File: config.mk
export PLATFORM = sky130hd
export DESIGN_NAME = burst_read_fsm
export DESIGN_NICKNAME = d
export VERILOG_FILES = /design/src/rtl/burst_read_fsm.sv
export SDC_FILE = /design/constraint.sdc
export NUM_CORES = 1
export LEC_CHECK = 0
export CORE_UTILIZATION = 42
export DETAILED_ROUTE_END_ITERATION = 7
export GPL_TIMING_DRIVEN = 0
export PLACE_DENSITY = 0.89
export SYNTH_ARGS = -nofsm -noshare
export SYNTH_HDL_FRONTEND = slang
export SYNTH_SLANG_ARGS = --single-unit
File: constraint.sdc
create_clock -name clk -period 1.8 [get_ports clk]
set_clock_uncertainty 0.2 [all_clocks]
set_input_delay 0.54 -clock clk [delete_from_list [all_inputs] [get_ports clk]]
set_output_delay 0.54 -clock clk [all_outputs]
set_load 0.02 [all_outputs]
File: src/rtl/burst_read_fsm.sv
// Burst read sequencer: fetches 1..2^LEN_W consecutive words from a slow memory
// port using a READ/DLY handshake, with per-beat wait-state retry and timeout abort.
module burst_read_fsm #(
  parameter int AW    = 16,
  parameter int DW    = 16,
  parameter int LEN_W = 4,
  parameter int TMO   = 15
) (
  input  logic             clk,
  input  logic             rst_n,
  input  logic             go,
  input  logic [AW-1:0]    start_addr,
  input  logic [LEN_W-1:0] burst_len,
  input  logic             ws,
  input  logic [DW-1:0]    mem_rdata,
  output logic             rd,
  output logic [AW-1:0]    mem_addr,
  output logic [DW-1:0]    rdata,
  output logic             rdata_vld,
  output logic             ds,
  output logic             err,
  output logic             busy
);

  typedef enum logic [2:0] {
    S_IDLE = 3'd0,
    S_READ = 3'd1,
    S_DLY  = 3'd2,
    S_DONE = 3'd3,
    S_ERR  = 3'd4
  } state_t;

  // Retry counter only has to reach TMO-1; with TMO=0 it simply wraps and is never compared.
  localparam int RW = (TMO > 1) ? $clog2(TMO) : 1;
  localparam logic [RW-1:0] RETRY_LAST = RW'((TMO > 0) ? TMO - 1 : 0);

  state_t           r_state;
  logic [AW-1:0]    r_addr;
  logic [LEN_W-1:0] r_len;
  logic [LEN_W-1:0] r_beat_cnt;
  logic [RW-1:0]    r_retry_cnt;
  logic [DW-1:0]    r_rdata;
  logic             r_rdata_vld;
  logic             w_timeout;

  assign w_timeout = (TMO != 0) && (r_retry_cnt == RETRY_LAST);

  // NOTE: sequential state uses non-blocking assignments so every register samples
  // the pre-edge values; the asynchronous reset clears every register, datapath included.
  always_ff @(posedge clk or negedge rst_n) begin
    if (!rst_n) begin
      r_state     <= S_IDLE;
      r_addr      <= '0;
      r_len       <= '0;
      r_beat_cnt  <= '0;
      r_retry_cnt <= '0;
      r_rdata     <= '0;
      r_rdata_vld <= 1'b0;
    end else begin
      r_rdata_vld <= 1'b0;
      case (r_state)
        S_IDLE: begin
          if (go) begin
            r_addr      <= start_addr;
            r_len       <= burst_len;
            r_beat_cnt  <= '0;
            r_retry_cnt <= '0;
            r_state     <= S_READ;
          end
        end
        S_READ: r_state <= S_DLY;
        S_DLY: begin
          if (!ws) begin
            r_rdata     <= mem_rdata;
            r_rdata_vld <= 1'b1;
            r_retry_cnt <= '0;
            if (r_beat_cnt == r_len) begin
              r_state <= S_DONE;
            end else begin
              r_addr     <= r_addr + AW'(1);
              r_beat_cnt <= r_beat_cnt + LEN_W'(1);
              r_state    <= S_READ;
            end
          end else if (w_timeout) begin
            r_state <= S_ERR;
          end else begin
            r_retry_cnt <= r_retry_cnt + RW'(1);
            r_state     <= S_READ;
          end
        end
        S_DONE:  r_state <= S_IDLE;
        S_ERR:   r_state <= S_IDLE;
        default: r_state <= S_IDLE;
      endcase
    end
  end

  // Strobes are pure decodes of the state register, so they carry no input-to-output path.
  assign rd        = (r_state == S_READ) || (r_state == S_DLY);
  assign ds        = (r_state == S_DONE);
  assign err       = (r_state == S_ERR);
  assign busy      = (r_state != S_IDLE);
  assign mem_addr  = r_addr;
  assign rdata     = r_rdata;
  assign rdata_vld = r_rdata_vld;

endmodule

==> impl_results.md <==
- Status: finished with violations
- Failing checks: negative setup slack
- Slowest CP cell: or4_4
- Fin. max-slew vios: 0
- Post-route antenna net violation count: 0
- Largest net degree at the start of global routing: 36
- Cell Rows: 27
- Fin. Hold Viols: 0
- FMAX: 458 MHz
- Global-route usage over all layers: 26.7%
- Core Area: ~0.0055 mm²
- Initial antenna violation count: 0
- Setup ws final: -382 ps
- DR pass1 iterations: 4
- Area Overhead vs Synth: 71.7%
- GR Overflow Total: 0
- Post-layout util: 74.8%
- Routed WL: about 8700 µm
- Vias per cell: approximately 5.7
- Final Critical Period: 2180 ps
- Nets: about 410
- Post-Syn Area: between 0.002 and 0.0025 mm²
- PwrDens: roughly 1800 mW/mm²
- Initial drt markers: between 200 and 250
- Initial core utilization: approximately 44%
- Worst IR drop on VDD: between 0.0008 and 0.0009 V
- Die ar.: 0.00602 mm²
- Share of cells above drive strength 1: between 40 and 50%
- Tcrit/Tclk final: 121%
- Multi-input gate area: about 0.0014 mm²
- # fillers: 350
- Crit-path leading delay family: simple AND/OR/NAND/NOR gates
- Synth cell types: 46
- CP required: about 1800 ps
- CTS tree: done
- CTS Buf Count: 5
- Crit-path cells: xor2_2 > or4_4 > o21ai_4 > buf_6 > buf_12 > a21oi_2 > o21a_1
- Max clock buf depth: 2
- Global-route wire length before repair: ~12000 µm
- DRC violations left: 0
- Async SR Flop Fraction: 100%
- Die width: 77.6 µm
- Slew HR: around three quarters
- Synthesized Nets: approximately 280
- Synth Instances: approximately 230
- Critical Path Sink Type: register
- Yosys reg bits: between 40 and 50
- H-tree depth: 2
- Critical path type: reg -> reg
- CTS root buf: clkbuf_8
- Post-Syn Area per Cell: 10.3 µm²
- Leakage: roughly 1.8 nW
- Die height: about 78 µm
- Setup_tns: -10640 ps
- EDFF count, synth: 0
- Clk_lat worst skew: about 320 ps
- Max cap viols: 0
- Crit-path max FO: 10
- Yosys warnings: 0
- Post-synth top flop: dfrtp_1
- I/O Pins: between 70 and 80
- Number of buffers and inverters on the critical path: 2
- Final GP Congestion: roughly 0.85
- Crit start category: register
- Port-buffer cells: 76
- Final HPWL DP: around 4400 µm
- Min-Delay Path Class: reg -> reg
- Clock sinks: 48
- Number of global-route vias before repair: approximately 2500
- Worst Path Arrival: between 2000 and 2500 ps
- FF/Latch Area: 0.00121 mm²
- Clk slew on worst S/H paths: roughly 100 ps
- Routed vias: between 2000 and 2500
- RSZ-0062 raised after global routing: yes
- Ant. Diodes: 0
- Crit-path max cell delay: 590 ps
- Final setup vio count: 43
- Register area share after synthesis: 50.0%
- Least-Margin Pin Slew: 399 ps
- WL/cell: between 15 and 20 µm
==> repair_timing <==
item                       4_1_cts  5_1_grt
hold buffers                     1        0
hold endpoints to repair        13        0
setup endpoints to repair       83       63
gates resized for setup        143       50
cloned                           2        0
pin swaps                       11       15
setup buffers                   29       18
==> sequential cells by signal, summed over array words and instances (netlist names) <==
name,count
mem_addr,16
rdata,16
r_beat_cnt,4
r_len,4
r_retry_cnt,4
r_state,3
rdata_vld,1
==> layer usage <==
metal | routed length (µm) | global-route usage, % | up-vias
met5 | 0 | 0 | -
met1 | 3470 | 31.8 | 1224
li1 | - | - | 1098
met4 | 425 | 14.0 | 0
met3 | 458 | 4.71 | 43
met2 | 4300 | 45.9 | 112
==> path summary, 6_finish.rpt <==
kind | start | end | slack, ps | cells past startpoint
worst min-delay path | rdata[12] | rdata[12] | 310 | 1
max in group asynchronous | rst_n | mem_addr[9] | 430 | 3
worst max register to register | r_beat_cnt[1] | mem_addr[3] | -380 | 7
worst max-delay path | r_beat_cnt[1] | mem_addr[3] | -380 | 7
min in group asynchronous | rst_n | rdata[5] | 460 | 2
worst min register to register | rdata[12] | rdata[12] | 310 | 1
==> through the flow <==
stage,std cells,hold slack (ps),instance area [µm²],total power [mW],worst slack [ps]
floorplan,232,44.4,2450,3.81,-216
global placement,380,285,3300,4.99,-1390
detailed placement,381,260,3310,5.13,-788
CTS,421,311,3940,6.60,-315
global route,435,330,4120,7.57,-442
finish,435,312,4120,7.25,-382
==> power by group <==
| group | internal, mW | switching (mW) |
|---|---|---|
| combinational | 2.17 | 2.27 |
| clock | 0.413 | 0.382 |
| sequential | 1.55 | 0.469 |
==> area by class of cell <==
| type | instances | area share, % |
|---|---|---|
| Inverter | 7 | 0.638 |
| Multi-Input combinational cell | 167 | 34.9 |
| Timing Repair Buffer | 125 | 27.9 |
| Sequential cell | 48 | 29.3 |
| Buffer | 8 | 2.46 |
| Clock inverter | 2 | 0.850 |
| Clock buffer | 6 | 1.76 |
| Tap cell | 72 | 2.19 |
==> logic make-up (layout without fill, tap and decap cells) <==
logic type                 Yosys count  after routing  share of synthesized area [%]
AOI/OAI and AO/OA                   57             57                           16.3
xor gates and xnor gates             7              7                           2.55
adders and majority gates            4              4                           2.08
buffers and inverters               17            148                           4.01
DFF                                 48             48                           50.0
muxes                               18             18                           8.39
and+or+nand+nor                     81             81                           16.6
==> layout by cell type (no fill, tap or decap), types with 4 or more instances in the layout <==
cell type	instances
o22ai_1	6
a2bb2oi_1	4
nand2_1	32
buf_4	36
clkbuf_8	6
clkdlybuf4s15_2	4
nand3_1	11
dfrtp_2	5
dlygate4sd2_1	16
clkbuf_2	9
buf_12	4
inv_1	4
a21oi_1	6
buf_6	15
clkdlybuf4s15_1	6
nor2_1	13
dfrtp_1	43
mux2_4	17
o21ai_1	5
o21ai_0	5
clkdlybuf4s50_1	36
a21oi_2	8
==> Yosys cell counts (all sizes together), types with 2 or more instances <==
cell / count / area share (%)
a31oi: 2 / 0.52
nor2: 15 / 2.3
or3: 2 / 0.52
mux2: 17 / 8.0
nor3: 3 / 0.63
a2bb2oi: 6 / 2.2
dfrtp: 48 / 50
inv: 7 / 1.1
o22ai: 7 / 1.8
o311ai: 2 / 0.73
nand2: 34 / 5.3
nor3b: 2 / 1.1
xor2: 6 / 2.2
nand4: 3 / 0.78
buf: 7 / 2.4
nand3: 11 / 2.3
clkbuf: 3 / 0.47
ha: 4 / 2.1
o211ai: 2 / 0.63
a22o: 2 / 0.73
o21a: 2 / 0.63
o21ai: 14 / 3.4
nor4b: 2 / 0.99
nor4: 2 / 0.52
a21oi: 15 / 3.4
nor2b: 2 / 0.52
==> worst register-to-register path, delay by kind of cell (launching register included) <==
family                    cells  cell delay, ps
DFF                           1             420
and+or+nand+nor               1             590
buffers and inverters         2             270
AOI/OAI and AO/OA             3             370
xor gates and xnor gates      1             220
No activity file was read; power rests on OpenSTA's default activity.
